[src/rtl/cache_arb_pkg.sv]
// Shared types and constants for the cache arbiter slice.
// Line/burst geometry, FSM states, owner encoding, address align helper.
package cache_arb_pkg;

  localparam int LINE_BITS   = 256;
  localparam int BURST_BITS  = 64;
  localparam int BEATS       = 4;
  localparam int OFFSET_BITS = 5;

  typedef enum logic [1:0] {
    IDLE,
    READ,
    WRITE,
    DONE
  } arb_state_t;

  typedef enum logic {
    OWN_I,
    OWN_D
  } owner_t;

  function automatic logic [31:0] line_align(
    input logic [31:0] a
  );
    return a & ~((32'd1 << OFFSET_BITS) - 32'd1);
  endfunction

endpackage

[src/rtl/cache_arbiter_if.sv]
// Bundle of the I-cache, D-cache and memory port signals of the arbiter.
// slave: arbiter view; master: view of the caches/memory around it.
interface cache_arbiter_if;
  import cache_arb_pkg::*;

  logic [31:0]           i_pmem_address;
  logic                  i_pmem_read;
  logic [LINE_BITS-1:0]  i_pmem_rdata;
  logic                  i_pmem_resp;

  logic [31:0]           d_pmem_address;
  logic [LINE_BITS-1:0]  d_pmem_wdata;
  logic                  d_pmem_read;
  logic                  d_pmem_write;
  logic [LINE_BITS-1:0]  d_pmem_rdata;
  logic                  d_pmem_resp;

  logic [31:0]           mem_address;
  logic                  mem_read;
  logic                  mem_write;
  logic [BURST_BITS-1:0] mem_burst_o;
  logic [BURST_BITS-1:0] mem_burst_i;
  logic                  mem_resp;

  modport slave (
    input  i_pmem_address, i_pmem_read,
    output i_pmem_rdata, i_pmem_resp,
    input  d_pmem_address, d_pmem_wdata,
    input  d_pmem_read, d_pmem_write,
    output d_pmem_rdata, d_pmem_resp,
    output mem_address, mem_read, mem_write,
    output mem_burst_o,
    input  mem_burst_i, mem_resp
  );

  modport master (
    output i_pmem_address, i_pmem_read,
    input  i_pmem_rdata, i_pmem_resp,
    output d_pmem_address, d_pmem_wdata,
    output d_pmem_read, d_pmem_write,
    input  d_pmem_rdata, d_pmem_resp,
    input  mem_address, mem_read, mem_write,
    input  mem_burst_o,
    output mem_burst_i, mem_resp
  );

endinterface

[src/rtl/cache_arbiter_adaptor.sv]
// Line buffer, beat counter and four-beat burst FSM toward memory.
// Ports: start_rd/start_wr + addr/wdata in, line/done/idle + mem bus out.
module cacheline_adaptor
  import cache_arb_pkg::*;
(
  input  logic                  clk,
  input  logic                  rst,
  input  logic                  start_rd,
  input  logic                  start_wr,
  input  logic [31:0]           addr,
  input  logic [LINE_BITS-1:0]  wdata,
  input  logic [BURST_BITS-1:0] mem_burst_i,
  input  logic                  mem_resp,
  output logic [LINE_BITS-1:0]  line,
  output logic                  done,
  output logic                  idle,
  output logic [31:0]           mem_address,
  output logic                  mem_read,
  output logic                  mem_write,
  output logic [BURST_BITS-1:0] mem_burst_o
);

  localparam logic [1:0] LAST = 2'(BEATS - 1);

  arb_state_t           state;
  logic [1:0]           cnt;
  logic [LINE_BITS-1:0] line_buf;

  assign line        = line_buf;
  assign idle        = (state == IDLE);
  assign mem_burst_o = line_buf[{cnt, 6'd0} +: BURST_BITS];

  // Counter increments on the last beat too, so it returns to 0
  // exactly as the FSM enters DONE.
  always_ff @(posedge clk) begin
    if (rst) begin
      state       <= IDLE;
      cnt         <= '0;
      line_buf    <= '0;
      mem_address <= '0;
      mem_read    <= 1'b0;
      mem_write   <= 1'b0;
      done        <= 1'b0;
    end else begin
      unique case (state)
        IDLE: begin
          done <= 1'b0;
          if (start_wr) begin
            state       <= WRITE;
            mem_write   <= 1'b1;
            line_buf    <= wdata;
            mem_address <= line_align(addr);
            cnt         <= '0;
          end else if (start_rd) begin
            state       <= READ;
            mem_read    <= 1'b1;
            mem_address <= line_align(addr);
            cnt         <= '0;
          end
        end
        READ: begin
          if (mem_resp) begin
            line_buf[{cnt, 6'd0} +: BURST_BITS] <= mem_burst_i;
            cnt <= cnt + 2'd1;
            if (cnt == LAST) begin
              state    <= DONE;
              mem_read <= 1'b0;
              done     <= 1'b1;
            end
          end
        end
        WRITE: begin
          if (mem_resp) begin
            cnt <= cnt + 2'd1;
            if (cnt == LAST) begin
              state     <= DONE;
              mem_write <= 1'b0;
              done      <= 1'b1;
            end
          end
        end
        DONE: begin
          done  <= 1'b0;
          state <= IDLE;
        end
        default: state <= IDLE;
      endcase
    end
  end

endmodule

[src/rtl/cache_arbiter.sv]
// Arbitrates I-cache and D-cache line transactions onto one memory port.
// Ports: clk, rst (sync, active-high), bus (cache_arbiter_if.slave).
module cache_arbiter
  import cache_arb_pkg::*;
(
  input  logic            clk,
  input  logic            rst,
  cache_arbiter_if.slave  bus
);

  logic                 i_req;
  logic                 d_req;
  logic                 d_wr;
  logic                 grant_i;
  logic                 grant_d;
  logic                 idle;
  logic                 done;
  logic [31:0]          req_addr;
  logic [LINE_BITS-1:0] line;
  owner_t               owner;
  owner_t               last_grant;

  assign i_req = bus.i_pmem_read;
  assign d_wr  = bus.d_pmem_write;
  assign d_req = bus.d_pmem_read | d_wr;

  // On a tie the cache that did not win last time goes first.
  assign grant_i = idle & i_req
                 & (~d_req | (last_grant == OWN_D));
  assign grant_d = idle & d_req & ~grant_i;

  assign req_addr = grant_d ? bus.d_pmem_address
                            : bus.i_pmem_address;

  always_ff @(posedge clk) begin
    if (rst) begin
      owner      <= OWN_I;
      last_grant <= OWN_D;
    end else begin
      if (grant_i)
        owner <= OWN_I;
      else if (grant_d)
        owner <= OWN_D;
      if (done)
        last_grant <= owner;
    end
  end

  cacheline_adaptor u_adaptor (
    .clk         (clk),
    .rst         (rst),
    .start_rd    (grant_i | (grant_d & ~d_wr)),
    .start_wr    (grant_d & d_wr),
    .addr        (req_addr),
    .wdata       (bus.d_pmem_wdata),
    .mem_burst_i (bus.mem_burst_i),
    .mem_resp    (bus.mem_resp),
    .line        (line),
    .done        (done),
    .idle        (idle),
    .mem_address (bus.mem_address),
    .mem_read    (bus.mem_read),
    .mem_write   (bus.mem_write),
    .mem_burst_o (bus.mem_burst_o)
  );

  assign bus.i_pmem_rdata = line;
  assign bus.d_pmem_rdata = line;
  assign bus.i_pmem_resp  = done & (owner == OWN_I);
  assign bus.d_pmem_resp  = done & (owner == OWN_D);

endmodule

[src/flat_wrapper.sv]
// flat-port wrapper written by rule: the top's interface ports become plain ports
module cache_arbiter_flat import cache_arb_pkg::*;
  (clk, rst, bus_i_pmem_address, bus_i_pmem_read, bus_i_pmem_rdata, bus_i_pmem_resp, bus_d_pmem_address, bus_d_pmem_wdata, bus_d_pmem_read, bus_d_pmem_write, bus_d_pmem_rdata, bus_d_pmem_resp, bus_mem_address, bus_mem_read, bus_mem_write, bus_mem_burst_o, bus_mem_burst_i, bus_mem_resp);
  cache_arbiter_if bus_i ();
  input  logic clk;
  input  logic rst;
  input wire logic [$bits(bus_i.i_pmem_address)-1:0] bus_i_pmem_address;
  input wire logic [$bits(bus_i.i_pmem_read)-1:0] bus_i_pmem_read;
  output wire logic [$bits(bus_i.i_pmem_rdata)-1:0] bus_i_pmem_rdata;
  output wire logic [$bits(bus_i.i_pmem_resp)-1:0] bus_i_pmem_resp;
  input wire logic [$bits(bus_i.d_pmem_address)-1:0] bus_d_pmem_address;
  input wire logic [$bits(bus_i.d_pmem_wdata)-1:0] bus_d_pmem_wdata;
  input wire logic [$bits(bus_i.d_pmem_read)-1:0] bus_d_pmem_read;
  input wire logic [$bits(bus_i.d_pmem_write)-1:0] bus_d_pmem_write;
  output wire logic [$bits(bus_i.d_pmem_rdata)-1:0] bus_d_pmem_rdata;
  output wire logic [$bits(bus_i.d_pmem_resp)-1:0] bus_d_pmem_resp;
  output wire logic [$bits(bus_i.mem_address)-1:0] bus_mem_address;
  output wire logic [$bits(bus_i.mem_read)-1:0] bus_mem_read;
  output wire logic [$bits(bus_i.mem_write)-1:0] bus_mem_write;
  output wire logic [$bits(bus_i.mem_burst_o)-1:0] bus_mem_burst_o;
  input wire logic [$bits(bus_i.mem_burst_i)-1:0] bus_mem_burst_i;
  input wire logic [$bits(bus_i.mem_resp)-1:0] bus_mem_resp;
  assign bus_i.i_pmem_address = bus_i_pmem_address;
  assign bus_i.i_pmem_read = bus_i_pmem_read;
  assign bus_i_pmem_rdata = bus_i.i_pmem_rdata;
  assign bus_i_pmem_resp = bus_i.i_pmem_resp;
  assign bus_i.d_pmem_address = bus_d_pmem_address;
  assign bus_i.d_pmem_wdata = bus_d_pmem_wdata;
  assign bus_i.d_pmem_read = bus_d_pmem_read;
  assign bus_i.d_pmem_write = bus_d_pmem_write;
  assign bus_d_pmem_rdata = bus_i.d_pmem_rdata;
  assign bus_d_pmem_resp = bus_i.d_pmem_resp;
  assign bus_mem_address = bus_i.mem_address;
  assign bus_mem_read = bus_i.mem_read;
  assign bus_mem_write = bus_i.mem_write;
  assign bus_mem_burst_o = bus_i.mem_burst_o;
  assign bus_i.mem_burst_i = bus_mem_burst_i;
  assign bus_i.mem_resp = bus_mem_resp;
  cache_arbiter u_core (.clk(clk), .rst(rst), .bus(bus_i));
endmodule
[config.mk]
export PLATFORM = sky130hd
export DESIGN_NAME = cache_arbiter_flat
export DESIGN_NICKNAME = d
export VERILOG_FILES = /design/src/rtl/cache_arb_pkg.sv /design/src/rtl/cache_arbiter_if.sv /design/src/rtl/cache_arbiter_adaptor.sv /design/src/rtl/cache_arbiter.sv /design/src/flat_wrapper.sv
export SDC_FILE = /design/constraint.sdc
export NUM_CORES = 1
export LEC_CHECK = 0
export BUFFER_PORTS_ARGS = -buffer_cell sky130_fd_sc_hd__buf_2
export CAP_MARGIN = 25
export CORE_AREA = 2 2 385 387
export DETAILED_ROUTE_END_ITERATION = 10
export DIE_AREA = 0 0 387 389
export PLACE_DENSITY_LB_ADDON = 0.15
export SLEW_MARGIN = 10
export SYNTH_ARGS = -nofsm -noshare
export SYNTH_HDL_FRONTEND = slang
export SYNTH_SLANG_ARGS = --single-unit
[constraint.sdc]
create_clock -name clk -period 3.34 [get_ports clk]
set_input_delay 0.501 -clock clk [delete_from_list [all_inputs] [get_ports clk]]
set_output_delay 0.501 -clock clk [all_outputs]
set_load 0.1 [all_outputs]
# Yosys cells after proc, flatten, opt, wreduce, memory -nomap -nowiden
# Cells that the tools add are included.
# Widths: inputs -> output; s select.
# totals
wordCells	84
inputBits	390
ff_bits	297
out_inout_bits	612
# op_classes
muxes	26
n_eq_ne	14
addsub	2
shift	3
n_reduce_logical	15
bitwise_logic	15
# ops
cell	n
$mux 256	2
$pmux 256 s2	1
$bwmux 256	1
$shift 64x10->256 const A	1
$shiftx 256x9->64	1
$shiftx 64x10->256	1
$mux 32	3
$mux 2	7
$ne 2x2->1 const B	7
$neg 8->10	1
$reduce_and 3->1	3
$and 1x1->1	8
$reduce_bool 2->1	4
$mux 1	7
$eq 2x2->1 const B	3
$pmux 1 s2	3
$pmux 2 s3	1
$reduce_or 2->1	3
$reduce_and 5->1	1
$ne 2x1->1 const B	2
$not 1->1	4
$pmux 2 s2	1
$reduce_and 2->1	2
$reduce_and 4->1	1
5 further kinds	7

# Depth between registers and ports, before layout
# Gate-level depths: netlist of the first run.
# depth
word_depth	11
mapped_depth	9
depth_no_buf	6

# Modules after synthesis
# From an unflattened synthesis of the first run, not the netlist that was laid out.
# unflattened
cells_unflattened	1747
area_unflattened_um2	16978.8
# by_module_without_submodules
mod	area_each_um2	cells_each	seq_area_each_um2	n_inst
cacheline_adaptor	14533.9	1441	5805.6	1
cache_arbiter	2444.8	306	40.0	1

# Worst setup path after synthesis of the first run
# OpenSTA, ideal clock, no wires.
# synth_path
path_kind	reg-to-output
start	register u_core.u_adaptor.cnt[0]
end	output port bus_mem_burst_o[10]
path_buffers	3
t_arrival_ns	1.789
slack_ns	1.050
stages_incl_launch_ff	5
t_required_ns	2.839
cell_sequence	dfxtp_1 > buf_2 > buf_4 > buf_2 > mux4_2
# synth_between
elab_chain_cells	1
# synth_lines
element	line_no	source
start, declared	cache_arbiter_adaptor.sv:26	logic [1:0] cnt;
start signal, assigned	cache_arbiter_adaptor.sv:64	cnt <= cnt + 2'd1;
start signal, assigned	cache_arbiter_adaptor.sv:74	cnt <= cnt + 2'd1;
$shiftx 256x9->64	cache_arbiter_adaptor.sv:31	assign mem_burst_o = line_buf[{cnt, 6'd0} +: BURST_BITS];
end, declared	flat_wrapper.sv:20	output wire logic [$bits(bus_i.mem_burst_o)-1:0] bus_mem_burst_o;
# Every way passes these cells.

# Final worst setup path of the first run
# layout_path
start	register u_core.u_adaptor.cnt[0]
end	output port bus_mem_burst_o[47]
# The elaborated chain is that of the path after synthesis.

==> metrics.csv, run 1 <==
metric,value,unit
outcome,completed,
fin_cells,4354,
ctsResizeCount,0,
crit_fanout,28,
placed_cell_area,22230,µm²
synthToLayoutAreaGrowth,39.80,%
fill_cells,16681,
final.min_clock_period,3022,ps
ys_ff_latch,292,
die_x,387,µm
grt_pass1_vias,17247,
clkSinkCount,292,
num_io_pins,1002,
timing.rr.start,u_core.u_adaptor.state[1],
drtIter0Drc,1028,
synth_common_cells,"292 x dfxtp_1, 279 x buf_4, 261 x a21oi_1",
cts-buffers-inserted,43,
critPathKind,reg -> out,
reg2reg_to,u_core.u_adaptor.line[77],
drive_gt1_share,52.42,%
synth_flop_cell,dfxtp_1,
nets,2787,
root_buffer,clkbuf_16,
via_count,17463,
yosysUniqueCellTypes,41,
track_usage,15.05,%
postCtsSetupBuffers,0,
drtPass1Iterations,5,
slew_violations,0,
placementRows,141,
wl_per_cell,27.37,µm
path_delay_family,multiplexers,
hold_violations,0,
rsz0062_at_grt,false,
reg2reg_depth,7,
die_area,150500,µm²
r2r_setup_slack,780,ps
yosysWarningCount,0,
antenna_found_initial,35,
grt_pass1_wl,158.7,mm
seq_area,5853,µm²
cts_tree,done,
fin_skew,25.40,ps
clk_path_buf_depth,3,
critPathArrivalTime,2520,ps
worstHoldPathCells,3,
startpoint,u_core.u_adaptor.cnt[0],
die_y,389,µm
via_per_inst,4.011,
multi_input_area,8092,µm²
start_kind,flip-flop,
cp_cell_sequence,buf_12 > mux4_2 > buf_2,
overflow,0,
cp_slowest_cell,mux4_2,
dp.cells,4274,
core-area,146600,µm²
start_util,11.52,%
clkTransAtPathRegs,50,ps
synth_area_leaders,"dfxtp_1 35%, buf_4 12%, a22oi_1 11%",
hp-start,bus_i_pmem_address[11],
syn-instance-count,1748,
hpwlAfterDp,87.26,mm
slew-limit-headroom,56.11,%
holdPathEnd,u_core.u_adaptor.mem_address[11],
hold_class,in -> reg,
fin_crit_sh,90.47,%
worstMarginPinSlew,658.4,ps
yosysMostFrequentCell,dfxtp_1,
wl,119.2,mm
postSynth.asyncResetShare,0,%
gp_congestion,0.7959,
htree_levels,2,
clock.fmax,330.9,MHz
critPathRequiredTime,2840,ps
tns,0,ps
synth_top_area_cell,dfxtp_1,
grt_start_max_net_pins,106,
cpPeakStageDelay,650,ps
antenna_left,0,
path_buf_inv,2,
synth-edff-count,0,
syn_area_per_cell,9.660,µm²
portBuffers,986,
final_cell_area,23610,µm²
ys_seq_area_share,34.62,%
netlist_area,16890,µm²
setup_viol,0,
maxCapViolCount,0,
drc_errors,0,
clk_latency,600,ps
synth.top_cell.area_share,34.62,%
hold_buffers,0,
cp-end-kind,output port,
-- cells by family after synthesis --
kind of cell    synth area share (%)
other cells                  0.02221
mux                            10.20
buf+inv                        17.98
flops                          34.62
compound gates                 34.68
fa+ha+maj                     0.5928
simple gates                   1.912
-- worst min-delay path: stages --
cell	delay, ps
buf_2	90
mux2i_1	110
a211oi_1	80
-- layout make-up --
cell class	count	area share (%)
diodes	7	0.07420
clock buffers	62	5.247
clock inverters	11	0.5300
inverters	10	0.1908
multi-input cells	991	34.28
flip-flops and latches	292	24.79
well taps	1930	10.23
repair buffers	1051	24.66
-- stage by stage --
step,worst slack (ps),hold slack (ps),utilization (%)
2_1_floorplan,1050,451.9,-
3_3_place_gp,669.1,486.2,15.16
3_5_place_dp,705.7,473.8,15.16
4_1_cts,200.6,166.8,16.09
5_1_grt,174.3,193.3,16.09
6_report,318.2,238.2,16.10
-- state kept, by name, indices dropped and copies added, names as in the netlist --
register,cells
u_core.last_grant,1
u_core.owner,1
u_core.u_adaptor.cnt,2
u_core.u_adaptor.done,1
u_core.u_adaptor.line,256
u_core.u_adaptor.mem_address,27
u_core.u_adaptor.mem_read,1
u_core.u_adaptor.mem_write,1
u_core.u_adaptor.state,2
-- worst max path at each step --
stage	to	slack [ps]	cells past startpoint
final	bus_mem_burst_o[47]	320	3
after CTS	bus_mem_burst_o[62]	200	3
after global routing	bus_mem_burst_o[47]	170	3
after floorplan	bus_mem_burst_o[10]	1050	4
after global placement	u_core.u_adaptor.line[149]	670	7
after detailed placement	u_core.u_adaptor.line[149]	710	7
-- layer usage --
layer,vias to the layer above,track usage [%],wire (µm)
met3,126,2.765,6086
met5,-,0,84
li1,7788,-,-
met4,16,2.902,2256
met2,720,25.54,57680
met1,8813,19.87,53050
-- cells in the final DEF (no fill, tap or decap), types with 5 or more instances in the layout --
master | Yosys | routed
clkbuf_1 | 64 | 11
a211oi_1 | 214 | 214
conb_1 | 1 | 5
dfxtp_1 | 292 | 290
and2_4 | 1 | 5
diode_2 | 0 | 7
clkbuf_8 | 0 | 7
inv_1 | 10 | 9
ha_1 | 8 | 8
mux4_2 | 64 | 64
nor2_1 | 36 | 36
mux2i_1 | 28 | 28
buf_12 | 0 | 31
buf_2 | 98 | 985
clkbuf_16 | 0 | 44
a21oi_1 | 261 | 260
a211oi_2 | 70 | 70
buf_4 | 279 | 34
o21ai_0 | 5 | 5
a22oi_1 | 256 | 256
nand2_1 | 9 | 6
clkinv_2 | 0 | 5
Power of run 1 is not shown: default switching activity piles up to over one toggle a cycle in this logic, so the estimate is an artifact.
==> run 2, diff against run 1 <==
- clock period: 3.34 -> 3.5 ns (I/O delays scaled with it)
==> metrics.csv, run 2 (same netlist as run 1, synthesis figures left out) <==
metric,value,unit,change
root_buffer,clkbuf_16,,unchanged
wl,117.4,mm,was 119.2 mm
tns,0,ps,unchanged
cts-buffers-inserted,43,,unchanged
slew_violations,0,,unchanged
die_y,389,µm,unchanged
rsz0062_at_grt,false,,unchanged
via_count,17689,,was 17463
cp-end-kind,output port,,unchanged
drive_gt1_share,52.30,%,was 52.42%
clkSinkCount,292,,unchanged
critPathKind,reg -> out,,unchanged
drtPass1Iterations,7,,was 5
start_util,11.52,%,unchanged
gp_congestion,0.7906,,was 0.7959
via_per_inst,4.065,,was 4.011
nets,2779,,was 2787
htree_levels,2,,unchanged
final.min_clock_period,3055,ps,
antenna_found_initial,29,,was 35
overflow,0,,unchanged
track_usage,14.82,%,was 15.05%
fin_crit_sh,87.29,%,
start_kind,flip-flop,,unchanged
final_cell_mix,"985 x buf_2, 290 x dfxtp_1, 260 x a21oi_1, 256 x a22oi_1, 214 x a211oi_1",,unchanged
slew-limit-headroom,49.84,%,was 56.11%
critPathArrivalTime,2530,ps,was 2520 ps
antenna_left,0,,unchanged
grt_pass1_wl,157.1,mm,was 158.7 mm
die_area,150500,µm²,unchanged
synthToLayoutAreaGrowth,39.14,%,was 39.80%
drtIter0Drc,1065,,was 1028
clk_path_buf_depth,3,,unchanged
drc_errors,0,,unchanged
die_x,387,µm,unchanged
hpwlAfterDp,85.21,mm,was 87.26 mm
grt_start_max_net_pins,95,,was 106
crit_fanout,27,,was 28
core-area,146600,µm²,unchanged
clock.fmax,327.3,MHz,
critPathRequiredTime,2970,ps,was 2840 ps
setup_viol,0,,unchanged
clk_latency,600,ps,about the same
hold_class,in -> reg,,unchanged
layout_commonest_cell,buf_2,,unchanged
outcome,completed,,unchanged
num_io_pins,1002,,unchanged
cts_tree,done,,unchanged
clkTransAtPathRegs,60,ps,was 50 ps
postCtsSetupBuffers,0,,unchanged
hold_buffers,0,,unchanged
largest_register_ffs,256,,unchanged
placementRows,141,,unchanged
maxCapViolCount,0,,unchanged
ctsResizeCount,0,,unchanged
worstMarginPinSlew,752.4,ps,was 658.4 ps
portBuffers,986,,unchanged
wl_per_cell,26.97,µm,was 27.37 µm
grt_pass1_vias,17553,,was 17247
fin_skew,26.95,ps,was 25.40 ps
hold_violations,0,,unchanged
-- run 2: changes by cell type in the layout (fill, tap and decap cells not counted), sizes merged --
cell / change
bufinv: -2
clkbuf: +4
clkinv: -3
inv: -1
buf: -8
diode: +6
clkinvlp: +2
-- run 2: path summary, 6_finish.rpt --
kind / startpoint / depth (start not counted) / slack, ps / endpoint
hold / removal: bus_i_pmem_address[10] / 3 / 280 / u_core.u_adaptor.mem_address[10]
setup reg to reg: u_core.u_adaptor.state[1] / 7 / 950 / u_core.u_adaptor.line[64]
setup / recovery: u_core.u_adaptor.cnt[1] / 3 / 440 / bus_mem_burst_o[61]
hold reg to reg: u_core.u_adaptor.mem_write / 2 / 480 / u_core.u_adaptor.mem_write
-- run 2: layout make-up --
type / instances / area [µm²]
diodes: 13 / 32.53
clock buffers: 66 / 1304
clock inverters: 7 / 43.79
fillers: 16672 / 123100
inverters: 10 / 45.04
multi-input cells: 991 / 8092
flip-flops and latches: 292 / 5853
well taps: 1930 / 2415
repair buffers: 1043 / 5710
-- run 2: through the flow --
step | instances | hold WS [ps] | setup slack, ps | utilization (%) | area, µm²
final | 4352 | 283.3 | 444.9 | 16.03 | 23500
after global routing | 4343 | 263.8 | 313.0 | 16.01 | 23470
after CTS | 4339 | 223.9 | 290.9 | 16.00 | 23460
after detailed placement | 4266 | 475.1 | 937.3 | 15.08 | 22120
after global placement | 4266 | 485.7 | 864.1 | 15.08 | 22120
after floorplan | 1752 | 451.9 | 1186 | - | 16900
-- run 2: per-layer routing --
metal	track usage, %	part of all wire (%)	up-vias	wire [µm]
met2	25.79	49	789	57570
li1	-	-	7776	-
met3	2.829	5.7	154	6734
met4	3.558	2.6	12	3040
met5	0	0.064	-	75
met1	18.72	43	8958	49960
-- run 2: critical path, cell delays in order (launching register included) --
cell and delay (ps):
dfxtp_4 370, buf_4 520, mux4_2 430, buf_2 500
Power of run 2 is left out for the same reason.
==> run 3, diff against run 2 <==
- ABC_AREA: unset -> 1
- CORE_AREA: 2 2 385 387 -> 2 2 392 394
- DIE_AREA: 0 0 387 389 -> 0 0 394 396
- SLEW_MARGIN: 10 -> 25
==> metrics.csv, run 3 <==
metric,value,unit,change
placed_cell_area,26240,µm²,was 22120 µm²
multi_input_area,10060,µm²,was 8092 µm²
ctsResizeCount,0,,unchanged
gp_congestion,0.8232,,was 0.7906
grt_pass1_vias,23843,,was 17553
seq_area,5849,µm²,was 5853 µm²
start_kind,flip-flop,,unchanged
rsz0062_at_grt,false,,unchanged
antenna_left,0,,unchanged
fill_cells,17652,,was 16672
via_count,24931,,was 17689
clkTransAtPathRegs,60,ps,about the same
slew-limit-headroom,38.07,%,was 49.84%
hp-start,bus_d_pmem_address[22],,was bus_i_pmem_address[10]
clk_path_buf_depth,3,,unchanged
clkSinkCount,292,,unchanged
hold_class,in -> reg,,unchanged
grt_start_max_net_pins,111,,was 95
yosysUniqueCellTypes,28,,was 41
die_x,394,µm,was 387 µm
synthToLayoutAreaGrowth,33.20,%,was 39.14%
overflow,0,,unchanged
postSynth.asyncResetShare,0,%,unchanged
critPathRequiredTime,2970,ps,about the same
fin_skew,16.85,ps,was 26.95 ps
path_delay_family,buffers and inverters,,unchanged
cpPeakStageDelay,530,ps,was 520 ps
core-area,151500,µm²,was 146600 µm²
num_io_pins,1002,,unchanged
syn-instance-count,3523,,was 1748
hold_violations,0,,unchanged
reg2reg_depth,11,,was 7
critPathArrivalTime,2720,ps,was 2530 ps
cts-buffers-inserted,47,,was 43
layout_commonest_cell,buf_2,,unchanged
setup_viol,0,,unchanged
synth_top_area_cell,dfxtp_1,,unchanged
maxCapViolCount,0,,unchanged
ys_seq_area_share,28.05,%,was 34.62%
fin_crit_sh,92.85,%,was 87.29%
portBuffers,986,,unchanged
startpoint,u_core.u_adaptor.cnt[0],,was u_core.u_adaptor.cnt[1]
final_cell_area,27760,µm²,was 23500 µm²
nets,4499,,was 2779
clock.fmax,307.7,MHz,was 327.3 MHz
slew_violations,0,,unchanged
cp_slowest_cell,buf_2,,was buf_4
r2r_setup_slack,710,ps,was 950 ps
synth_common_cells,"636 x nand2_1, 531 x inv_1, 521 x nor2_1",,"was 292 x dfxtp_1, 279 x buf_4, 261 x a21oi_1"
final.min_clock_period,3250,ps,was 3055 ps
outcome,completed,,unchanged
synth-edff-count,0,,unchanged
via_per_inst,4.040,,was 4.065
placementRows,143,,was 141
final_cell_mix,"984 x buf_2, 633 x nand2_1, 529 x inv_1, 520 x nor2_1, 291 x dfxtp_1",,"was 985 x buf_2, 290 x dfxtp_1, 260 x a21oi_1, 256 x a22oi_1, 214 x a211oi_1"
path_buf_inv,3,,was 2
ys_ff_latch,292,,unchanged
synth_area_leaders,"dfxtp_1 28%, nand2_1 11%, inv_1 9.6%",,"was dfxtp_1 35%, buf_4 12%, a22oi_1 11%"
htree_levels,2,,unchanged
fin_util,18.32,%,was 16.03%
synth_flop_cell,dfxtp_1,,unchanged
wl_per_cell,22.19,µm,was 26.97 µm
timing.rr.start,u_core.u_adaptor.state[0],,was u_core.u_adaptor.state[1]
drtPass1Iterations,5,,was 7
hpwlAfterDp,96.60,mm,was 85.21 mm
root_buffer,clkbuf_16,,unchanged
syn_area_per_cell,5.916,µm²,was 9.660 µm²
drc_errors,0,,unchanged
yosysMostFrequentCell,nand2_1,,was dfxtp_1
antenna_found_initial,21,,was 29
synth.top_cell.area_share,28.05,%,was 34.62%
crit_fanout,41,,was 27
tns,0,ps,unchanged
worstMarginPinSlew,929.0,ps,was 752.4 ps
die_area,156000,µm²,was 150500 µm²
drtIter0Drc,1619,,was 1065
worstHoldPathCells,3,,unchanged
drive_gt1_share,27.65,%,was 52.30%
yosysWarningCount,0,,unchanged
cp-end-kind,output port,,unchanged
grt_pass1_wl,188.6,mm,was 157.1 mm
cp.depth,5,,was 3
clk_latency,610,ps,was 600 ps
track_usage,16.69,%,was 14.82%
wl,137.0,mm,was 117.4 mm
cts_tree,done,,unchanged
postCtsSetupBuffers,0,,unchanged
critPathKind,reg -> out,,unchanged
netlist_area,20840,µm²,was 16890 µm²
start_util,13.75,%,was 11.52%
die_y,396,µm,was 389 µm
whs,152.8,ps,was 283.3 ps
largest_register_ffs,256,,unchanged
hold_buffers,0,,unchanged
cp_cell_sequence,inv_6 > buf_4 > o21ai_0 > o21ai_1 > buf_2,,was buf_4 > mux4_2 > buf_2
run 3: cell count changes after synthesis, moves of 70 or more:
cell / previous run / this run
nand4_1: 0 / 192
nand2_1: 9 / 636
nor2_1: 36 / 521
a211oi_2: 70 / 0
inv_1: 10 / 531
clkbuf_1: 64 / 135
nand3_1: 4 / 135
a22oi_1: 256 / 0
o21ai_0: 5 / 283
a211oi_1: 214 / 1
run 3: cells by family (layout without fill, tap and decap cells):
group           count (synthesis)  count (layout)  synth area share, %
compound gates                605             605                15.39
fa+ha+maj                       8               8               0.4803
buf+inv                      1061            1668                24.38
flops                         292             292                28.05
other cells                     1              12              0.01799
simple gates                 1556            1556                31.69
run 3: per-stage QoR:
step | setup slack, ps | std cells
final | 250.2 | 6171
after global routing | 59.57 | 6164
after CTS | 165.0 | 6164
after detailed placement | 722.4 | 6082
after global placement | 655.2 | 6082
after floorplan | 421.5 | 3527
run 3: routing by layer:
metal	track usage, %	up-vias	routed length [µm]
met5	0	-	75
met4	3.797	10	3062
met3	2.347	156	6516
met2	28.79	854	65730
met1	21.87	11909	61580
li1	-	12002	-
run 3: final cells by class:
class,instances,share of cell area (%)
Sequential cell,292,21.07
Clock buffer,72,5.007
Tap cell,2030,9.149
Clock inverter,10,0.4191
Timing Repair Buffer,1051,20.74
Antenna cell,7,0.06309
Multi-Input combinational cell,2174,36.22
Inverter,535,7.332
run 3: final timing paths:
path                                 endpoint
max                       bus_mem_burst_o[35]
min          u_core.u_adaptor.mem_address[22]
max reg2reg        u_core.u_adaptor.line[151]
min reg2reg         u_core.u_adaptor.mem_read
run 3: worst reg2reg max path, cell delays in order (launching register included):
cell     delay (ps)
dfxtp_1         360
inv_1            90
ha_1            340
nand2_1         120
inv_1            50
nand2_2         120
nand3_2         200
nand2_8         250
buf_4           720
nand4_1         280
nand2_1         110
nor2_1           40
Power of run 3 is left out for the same reason.
